===== src/rtl/frame_difference_stream_join.sv =====
// Joins current/previous/background YCbCr AXI4-Stream inputs into one
// beat-aligned stream, resynchronising on SOF (tuser) after any misalignment.
//
// Ports:
//   clk, aresetn                 clock, async active-low reset
//   s_{cur,prev,bg}_t*           three AXI4-Stream video inputs
//   m_{cur,prev,bg}_tdata, m_t*  joined output stream (registered)
//   sync_err                     one-cycle pulse per dropped misaligned beat
//   frame_count                  SOF beats emitted (wraps)
//   err_count                    sync_err pulses (saturates)
module frame_difference_stream_join #(
   parameter int TDATA_WIDTH = 24,
   parameter int FRAME_WIDTH = 640,
   parameter int CNT_WIDTH   = 16
) (
   input  logic                   clk,
   input  logic                   aresetn,
   input  logic [TDATA_WIDTH-1:0] s_cur_tdata,
   input  logic                   s_cur_tvalid,
   output logic                   s_cur_tready,
   input  logic                   s_cur_tuser,
   input  logic                   s_cur_tlast,
   input  logic [TDATA_WIDTH-1:0] s_prev_tdata,
   input  logic                   s_prev_tvalid,
   output logic                   s_prev_tready,
   input  logic                   s_prev_tuser,
   input  logic                   s_prev_tlast,
   input  logic [TDATA_WIDTH-1:0] s_bg_tdata,
   input  logic                   s_bg_tvalid,
   output logic                   s_bg_tready,
   input  logic                   s_bg_tuser,
   input  logic                   s_bg_tlast,
   output logic [TDATA_WIDTH-1:0] m_cur_tdata,
   output logic [TDATA_WIDTH-1:0] m_prev_tdata,
   output logic [TDATA_WIDTH-1:0] m_bg_tdata,
   output logic                   m_tvalid,
   input  logic                   m_tready,
   output logic                   m_tuser,
   output logic                   m_tlast,
   output logic                   sync_err,
   output logic [CNT_WIDTH-1:0]   frame_count,
   output logic [CNT_WIDTH-1:0]   err_count
);

   localparam int XW = (FRAME_WIDTH > 1) ? $clog2(FRAME_WIDTH) : 1;
   localparam logic [XW-1:0] X_LAST = XW'(FRAME_WIDTH - 1);

   typedef enum logic {RESYNC, RUN} state_e;

   typedef struct packed {
      logic                   user;
      logic                   last;
      logic [TDATA_WIDTH-1:0] cur;
      logic [TDATA_WIDTH-1:0] prev;
      logic [TDATA_WIDTH-1:0] bg;
   } beat_t;

   state_e               state_q, state_d;
   logic [XW-1:0]        x_q, x_d;
   logic                 en_q, en_d;
   beat_t                out_q, out_d;
   logic                 out_vld_q, out_vld_d;
   beat_t                skid_q, skid_d;
   logic                 skid_vld_q, skid_vld_d;
   logic                 sync_err_q, sync_err_d;
   logic [CNT_WIDTH-1:0] frame_cnt_q, frame_cnt_d;
   logic [CNT_WIDTH-1:0] err_cnt_q, err_cnt_d;

   logic  all_valid;
   logic  all_sof;
   logic  free;
   logic  pop;
   logic  joint;
   logic  push;
   logic  mm;
   beat_t in_beat;

   // en_q keeps all tready low until the first clock after reset release
   always_comb begin
      all_valid = s_cur_tvalid & s_prev_tvalid & s_bg_tvalid;
      all_sof   = s_cur_tuser & s_prev_tuser & s_bg_tuser;
      // Fullness comes only from registers: no m_tready -> s_tready path
      free      = ~(out_vld_q & skid_vld_q);
      pop       = out_vld_q & m_tready;
      joint     = en_q & all_valid & free &
                  ((state_q == RUN) | all_sof);
      in_beat   = '{user: s_cur_tuser,
                    last: s_cur_tlast,
                    cur:  s_cur_tdata,
                    prev: s_prev_tdata,
                    bg:   s_bg_tdata};
      mm = (s_cur_tuser != s_prev_tuser) |
           (s_cur_tuser != s_bg_tuser) |
           (s_cur_tlast != s_prev_tlast) |
           (s_cur_tlast != s_bg_tlast) |
           (s_cur_tuser & (x_q != '0)) |
           (s_cur_tlast & (x_q != X_LAST)) |
           (~s_cur_tlast & (x_q == X_LAST));
      push = joint & ~mm;
   end

   // Resync drains non-SOF beats per input; SOF beats wait for the join
   always_comb begin
      s_cur_tready  = joint | (en_q & (state_q == RESYNC) &
                               s_cur_tvalid & ~s_cur_tuser);
      s_prev_tready = joint | (en_q & (state_q == RESYNC) &
                               s_prev_tvalid & ~s_prev_tuser);
      s_bg_tready   = joint | (en_q & (state_q == RESYNC) &
                               s_bg_tvalid & ~s_bg_tuser);
   end

   always_comb begin
      state_d     = state_q;
      x_d         = x_q;
      en_d        = 1'b1;
      sync_err_d  = 1'b0;
      frame_cnt_d = frame_cnt_q;
      err_cnt_d   = err_cnt_q;
      if (joint) begin
         if (mm) begin
            sync_err_d = 1'b1;
            if (err_cnt_q != '1)
               err_cnt_d = err_cnt_q + CNT_WIDTH'(1);
            x_d     = '0;
            state_d = RESYNC;
         end else begin
            x_d     = s_cur_tlast ? '0 : x_q + XW'(1);
            state_d = RUN;
            if (s_cur_tuser)
               frame_cnt_d = frame_cnt_q + CNT_WIDTH'(1);
         end
      end
   end

   // Two-entry skid buffer: out_q is the head, skid_q the second slot
   always_comb begin
      out_d      = out_q;
      out_vld_d  = out_vld_q;
      skid_d     = skid_q;
      skid_vld_d = skid_vld_q;
      if (pop) begin
         if (skid_vld_q) begin
            out_d      = skid_q;
            skid_vld_d = 1'b0;
         end else if (push) begin
            out_d = in_beat;
         end else begin
            out_vld_d = 1'b0;
         end
      end else if (push) begin
         if (!out_vld_q) begin
            out_d     = in_beat;
            out_vld_d = 1'b1;
         end else begin
            skid_d     = in_beat;
            skid_vld_d = 1'b1;
         end
      end
   end

   always_ff @(posedge clk or negedge aresetn) begin
      if (!aresetn) begin
         state_q     <= RESYNC;
         x_q         <= '0;
         en_q        <= 1'b0;
         out_q       <= '0;
         out_vld_q   <= 1'b0;
         skid_q      <= '0;
         skid_vld_q  <= 1'b0;
         sync_err_q  <= 1'b0;
         frame_cnt_q <= '0;
         err_cnt_q   <= '0;
      end else begin
         state_q     <= state_d;
         x_q         <= x_d;
         en_q        <= en_d;
         out_q       <= out_d;
         out_vld_q   <= out_vld_d;
         skid_q      <= skid_d;
         skid_vld_q  <= skid_vld_d;
         sync_err_q  <= sync_err_d;
         frame_cnt_q <= frame_cnt_d;
         err_cnt_q   <= err_cnt_d;
      end
   end

   assign m_cur_tdata  = out_q.cur;
   assign m_prev_tdata = out_q.prev;
   assign m_bg_tdata   = out_q.bg;
   assign m_tvalid     = out_vld_q;
   assign m_tuser      = out_q.user;
   assign m_tlast      = out_q.last;
   assign sync_err     = sync_err_q;
   assign frame_count  = frame_cnt_q;
   assign err_count    = err_cnt_q;

endmodule


===== config.mk =====
export PLATFORM = sky130hd
export DESIGN_NAME = frame_difference_stream_join
export DESIGN_NICKNAME = d
export VERILOG_FILES = /design/src/rtl/frame_difference_stream_join.sv
export SDC_FILE = /design/constraint.sdc
export NUM_CORES = 1
export LEC_CHECK = 0
export BUFFER_PORTS_ARGS = -buffer_cell sky130_fd_sc_hd__buf_2
export CAP_MARGIN = 20
export CORE_ASPECT_RATIO = 1.75
export CORE_MARGIN = 2
export CORE_UTILIZATION = 50
export CTS_CLUSTER_SIZE = 16
export DETAILED_ROUTE_END_ITERATION = 7
export HOLD_SLACK_MARGIN = 0.08
export PLACE_DENSITY_LB_ADDON = 0.2
export SYNTH_ARGS = -nofsm -noshare
export SYNTH_HDL_FRONTEND = slang
export SYNTH_SLANG_ARGS = --single-unit

===== constraint.sdc =====
create_clock -name clk -period 7.3 [get_ports clk]
set_clock_uncertainty 0.1 [all_clocks]
set_input_delay 1.46 -clock clk [delete_from_list [all_inputs] [get_ports clk]]
set_output_delay 1.46 -clock clk [all_outputs]
set_load 0.05 [all_outputs]

---- Yosys cells after proc, flatten, opt, wreduce, memory -nomap -nowiden ----
Cells that the tools add are included.
operators by class
  add/sub/neg operators ................... 3
  multiply operators ...................... 0
  div/mod/pow operators ................... 0
  order comparisons ....................... 0
  eq/ne operators ......................... 10
  shift-type cells ........................ 0
  mux-type cells .......................... 17
  bitwise logic cells ..................... 38
  reductions and logical operators ........ 10
operator list
  cell                                                             number
  74-bit two-way mux                                               5
  16-bit by 1-bit adder with 16-bit output, second input constant  2
  1-bit bitwise AND                                                20
  10-bit two-way mux                                               2
  16-bit != test, second input constant                            1
  3-bit AND reduction                                              5
  10-bit by 1-bit adder with 10-bit output, second input constant  1
  10-bit equality test, second input constant                      1
  1-bit two-way mux                                                10
  10-bit != test, second input constant                            1
  1-bit bitwise OR                                                 10
  10-bit nonzero test                                              1
  1-bit NOT                                                        8
  2-bit nonzero test                                               3
  1-bit != test                                                    4
  2-bit != test, second input constant                             2
  2-bit by 1-bit != test with 1-bit output, second input constant  1
  2-bit AND reduction                                              1
word-level totals
  register bits ........................... 195
  latch bits .............................. 0
  bits in writable memories ............... 0
  memory bits (read-only) ................. 0
  input port bits ......................... 84
  output and inout bits ................... 111
  logic and storage cells ................. 96
  memories kept ........................... 0

---- Longest topological paths before layout ----
  depth in word-level cells ............... 12
  mapped depth ............................ 9
  depth with buffers taken out ............ 7

---- Least setup slack after synthesis ----
OpenSTA, ideal clock, no wires.
  path kind ............................... in2out
  start ................................... in s_cur_tuser
  end ..................................... out s_cur_tready
  arrival time ............................ 2695 ps
  path slack .............................. 3045 ps
  stages .................................. 3
  buffers on the path ..................... 0
  cells stage by stage .................... inv_1 -> nand2_1 -> o21ai_0
on the way
  cells in the longest elaborated chain, start to end .. 5
  elaborated cells between the ends (all ways) .. 7
  classes of those cells .................. 7 x bitwise
RTL lines
  element                         line  RTL
  start, declared                 21    input logic s_cur_tuser,
  1-bit bitwise AND (2 in a row)  81    all_sof = s_cur_tuser & s_prev_tuser & s_bg_tuser;
  1-bit bitwise OR                86    ((state_q == RUN) | all_sof);
  1-bit bitwise AND               85    joint = en_q & all_valid & free &
  1-bit bitwise OR *              104   s_cur_tready = joint | (en_q & (state_q == RESYNC) &
  end, declared                   20    output logic s_cur_tready,
Every way passes the cells marked *; elsewhere a longest branch is shown, timed or not.

---- Worst setup path in the final report ----
  start ................................... in s_cur_tuser
  end ..................................... reg out_q (netlist bit m_bg_tdata[6])
on the way
  cells in the longest elaborated chain, start to end .. 11
  elaborated cells between the ends (all ways) .. 18
  classes of those cells .................. 2 x eq/ne; 13 x bitwise; 3 x reduce/logical
RTL lines
  element                                 line    RTL
  1-bit != test (on tied branches)        92, 93
  1-bit bitwise OR                        92      mm = (s_cur_tuser != s_prev_tuser) |
  1-bit bitwise OR                        93      (s_cur_tuser != s_bg_tuser) |
  1-bit bitwise OR                        94      (s_cur_tlast != s_prev_tlast) |
  1-bit bitwise OR                        95      (s_cur_tlast != s_bg_tlast) |
  1-bit bitwise OR                        96      (s_cur_tuser & (x_q != '0)) |
  1-bit bitwise OR                        97      (s_cur_tlast & (x_q != X_LAST)) |
  1-bit NOT (no source line)              --
  1-bit bitwise AND *                     99      push = joint & ~mm;
  2-bit nonzero test (no source line)     --
  3-bit AND reduction (no source line) *  --
  end signal, assigned                    177     out_q <= out_d;
  end, declared                           61      beat_t out_q, out_d;
Marks and branches as above.
A chain may end at the register's enable or synchronous reset.

==> flow_summary.ini <==
[outcome]
outcome = finished clean

[die]
initial_utilization_pct = 50.9
die_h_um = 185
coreArea_mm2 = 0.0185
rows = 66
io_pins = 195
die_width_um = 108
dieArea_mm2 = 0.0200

[logic_synthesis]
syn_area_per_cell_um2 = 14.5
netlist_area_mm2 = 0.00941
synthDominantCellAreaShare_pct = 51.9
synth-seq-cells = 195
ys_seq_area_share_pct = 51.9
ys_types = 49
postSynthCellCount = 650
synth_fp_nets = 739
synth_warnings = 0
synthTopCellsByArea = dfrtp_1 52%, mux2_4 19%, mux2_2 12%
yosys.area.top_type = dfrtp_1

[worst_setup_path]
worstPathRequired_ps = 7510
crit_slowest_cell = and3_1
path_buf_inv = 2
path_depth = 8
worstSetupEndpoint = m_bg_tdata[6]
path_cells = buf_2 > ha_1 > a21o_1 > and3_1 > nand3_4 > o21ai_4 > buf_12 > mux2_2
path_class = in -> reg
r2r_start = en_q
crit_path_end_kind = register
arrival_ps = 4550
crit_start = s_cur_tuser
cp_top_family = simple AND/OR/NAND/NOR gates
critPathMaxStageDelay_ps = 740
cp-start-kind = input port
crit_path_max_fanout = 60
rr_worst_depth = 6
reg2reg_slack_ps = 3810
r2r-end = m_bg_tdata[6]

[power_and_ir_drop]
power_mw = 2.32
p_per_area_mw_per_mm2 = 208
cellLeakagePower_nw = 5.68
ir_worst_vdd_mv = 0.157

[worst_hold_path]
hold_path_class = reg -> reg
hold_start = frame_count[15]

[place]
io_buffers = 194
hpwl_um = 14000
gp_congestion = 0.819

[job]
cap_violations = 0

[clocking]
cts_setup_buffers = 0
cts.htree.levels = 4
clk_pin_slew_ps = 60
post_cts_resized = 0
cts_inserted_buffers = 17
postCtsHoldBufs = 0
clock_latency_ps = 430
cts.sink_count = 195
cts-root-buf = clkbuf_16
clock_path_buffers = 2
cts_tree = done

[timing]
final.setup.tns_ps = 0
fmax_mhz = 231
period_needed_ps = 4340
rsz0062_at_grt = false
finalMaxSlewViolations = 0
period_share_pct = 59.4
setup_viol_count_final = 0
max_slew_margin_pct = 29.0
hold_violations = 0
worst-slew-pin-transition_ps = 1060

[global_routing]
antenna_found_initial = 2
grt_pass1_vias = 6398
grt.total_usage_pct = 21.2
grt_pass1_wl_um = 33200
grt_max_degree = 124
grt_overflow = 0

[routing]
drtAntennaViolNets = 0
drtIter0Drc = 211
viasPerCell = 5.44
drc_errors = 0
drtPass1Iterations = 4
wirelength_um = 20600
routedWlPerCell_um = 18.9
num_vias = 5929

[layout]
nNetsFinal = 927
drive_above_1_share_pct = 54.8
fillers = 1500
area_growth_pct = 18.1
-- cells in the final DEF (no fill, tap or decap), types with 3 or more instances in the layout --
master	n
dfrtp_1	195
buf_2	193
mux2_4	120
mux2_2	104
nand2_1	20
nand3_1	20
xnor2_1	17
clkbuf_16	17
nand4_1	14
xor2_1	14
and3_1	13
inv_1	12
nor2_1	12
nor3_1	10
o21ai_0	9
a31oi_1	8
nor4_1	6
inv_6	6
a21oi_1	5
ha_1	5
nand2b_1	4
buf_4	4
and2_1	3
clkinv_4	3
-- final cells by class --
cell class | count | area [um^2] | area share, %
clock inverters | 15 | 168 | 1.51
flip-flops and latches | 195 | 4880 | 43.9
clock buffers | 17 | 425 | 3.83
inverters | 12 | 45.0 | 0.405
well taps | 238 | 298 | 2.68
repair buffers | 199 | 1030 | 9.27
multi-input cells | 413 | 4270 | 38.4
diodes | 1 | 2.50 | 0.0225
-- worst reg2reg max path, stage by stage (launching register included) --
cell     delay [ps]
dfrtp_1         350
and4_1          250
and3_1          750
nand3_4         320
o21ai_4         690
buf_12          480
mux2_2          420
-- power breakdown --
part / internal (mW) / switching [mW] / leakage [nW] / total (mW)
logic: 0.0828 / 0.157 / 2.69 / 0.239
registers: 1.11 / 0.0282 / 2.70 / 1.14
clock network: 0.514 / 0.427 / 0.291 / 0.940
total: 1.71 / 0.611 / 5.68 / 2.32
-- per-layer routing --
| metal | GRT usage, % | wire, um | up-vias |
|---|---|---|---|
| met4 | 7.90 | 453 | 2 |
| met1 | 24.0 | 8100 | 3017 |
| met2 | 38.5 | 11000 | 160 |
| li1 | - | - | 2720 |
| met5 | 0 | 7 | - |
| met3 | 4.87 | 973 | 30 |
-- how the worst min path moves through the flow --
stage	endpoint	slack, ps	depth (start not counted)
final	frame_count[15]	370	1
after global routing	frame_count[15]	390	1
after CTS	frame_count[15]	370	1
after detailed placement	frame_count[15]	360	1
after global placement	frame_count[15]	360	1
after floorplan	x_q[6]	370	1
-- synth_stat cells (all sizes together) --
cell type    n
or3b         1
o2bb2ai      1
clkbuf      12
a2bb2oi      1
or3          3
nand3       22
xor2        14
a41oi        1
nand4b       1
nand4       15
a21o         1
inv         12
nor4b        2
o21ai       10
nand2       20
a21oi        5
mux2       224
conb         1
nor4bb       1
nor4         8
xnor2       17
and4         2
a22o         1
ha           5
a221oi       1
a31o         1
and2         3
a31oi        8
buf         18
nand2b       4
nor3        12
o31ai        1
or4b         1
and3        13
nor2        12
dfrtp      195
a221o        1
-- cell families after synthesis --
family | share of synthesized area [%]
AO/OA/AOI/OAI | 2.34
buffers and inverters | 3.12
XOR/XNOR | 2.89
other | 0.0399
adder cells (fa/ha/maj) | 0.665
AND/OR/NAND/NOR | 7.50
flip-flops | 51.9
multiplexers | 31.6
-- flip-flops by register name (all words and copies together), names as in the netlist, 10 cells and up --
signal	cells
m_bg_tdata	24
x_q	10
m_cur_tdata	24
skid_q	74
frame_count	16
m_prev_tdata	24
err_count	16
-- per-stage QoR --
stage | cell area [um^2] | hold slack, ps | std cells | utilization, % | worst slack (ps)
6_report | 11100 | 371 | 1090 | 60.1 | 2960
5_1_grt | 11100 | 386 | 1090 | 60.1 | 2740
4_1_cts | 11100 | 370 | 1089 | 60.1 | 2960
3_5_place_dp | 10500 | 356 | 1057 | 56.9 | 2490
3_3_place_gp | 10500 | 360 | 1057 | 56.9 | 2570
2_1_floorplan | 9410 | 372 | 650 | - | 3040
No activity file was read; power rests on OpenSTA's default activity.
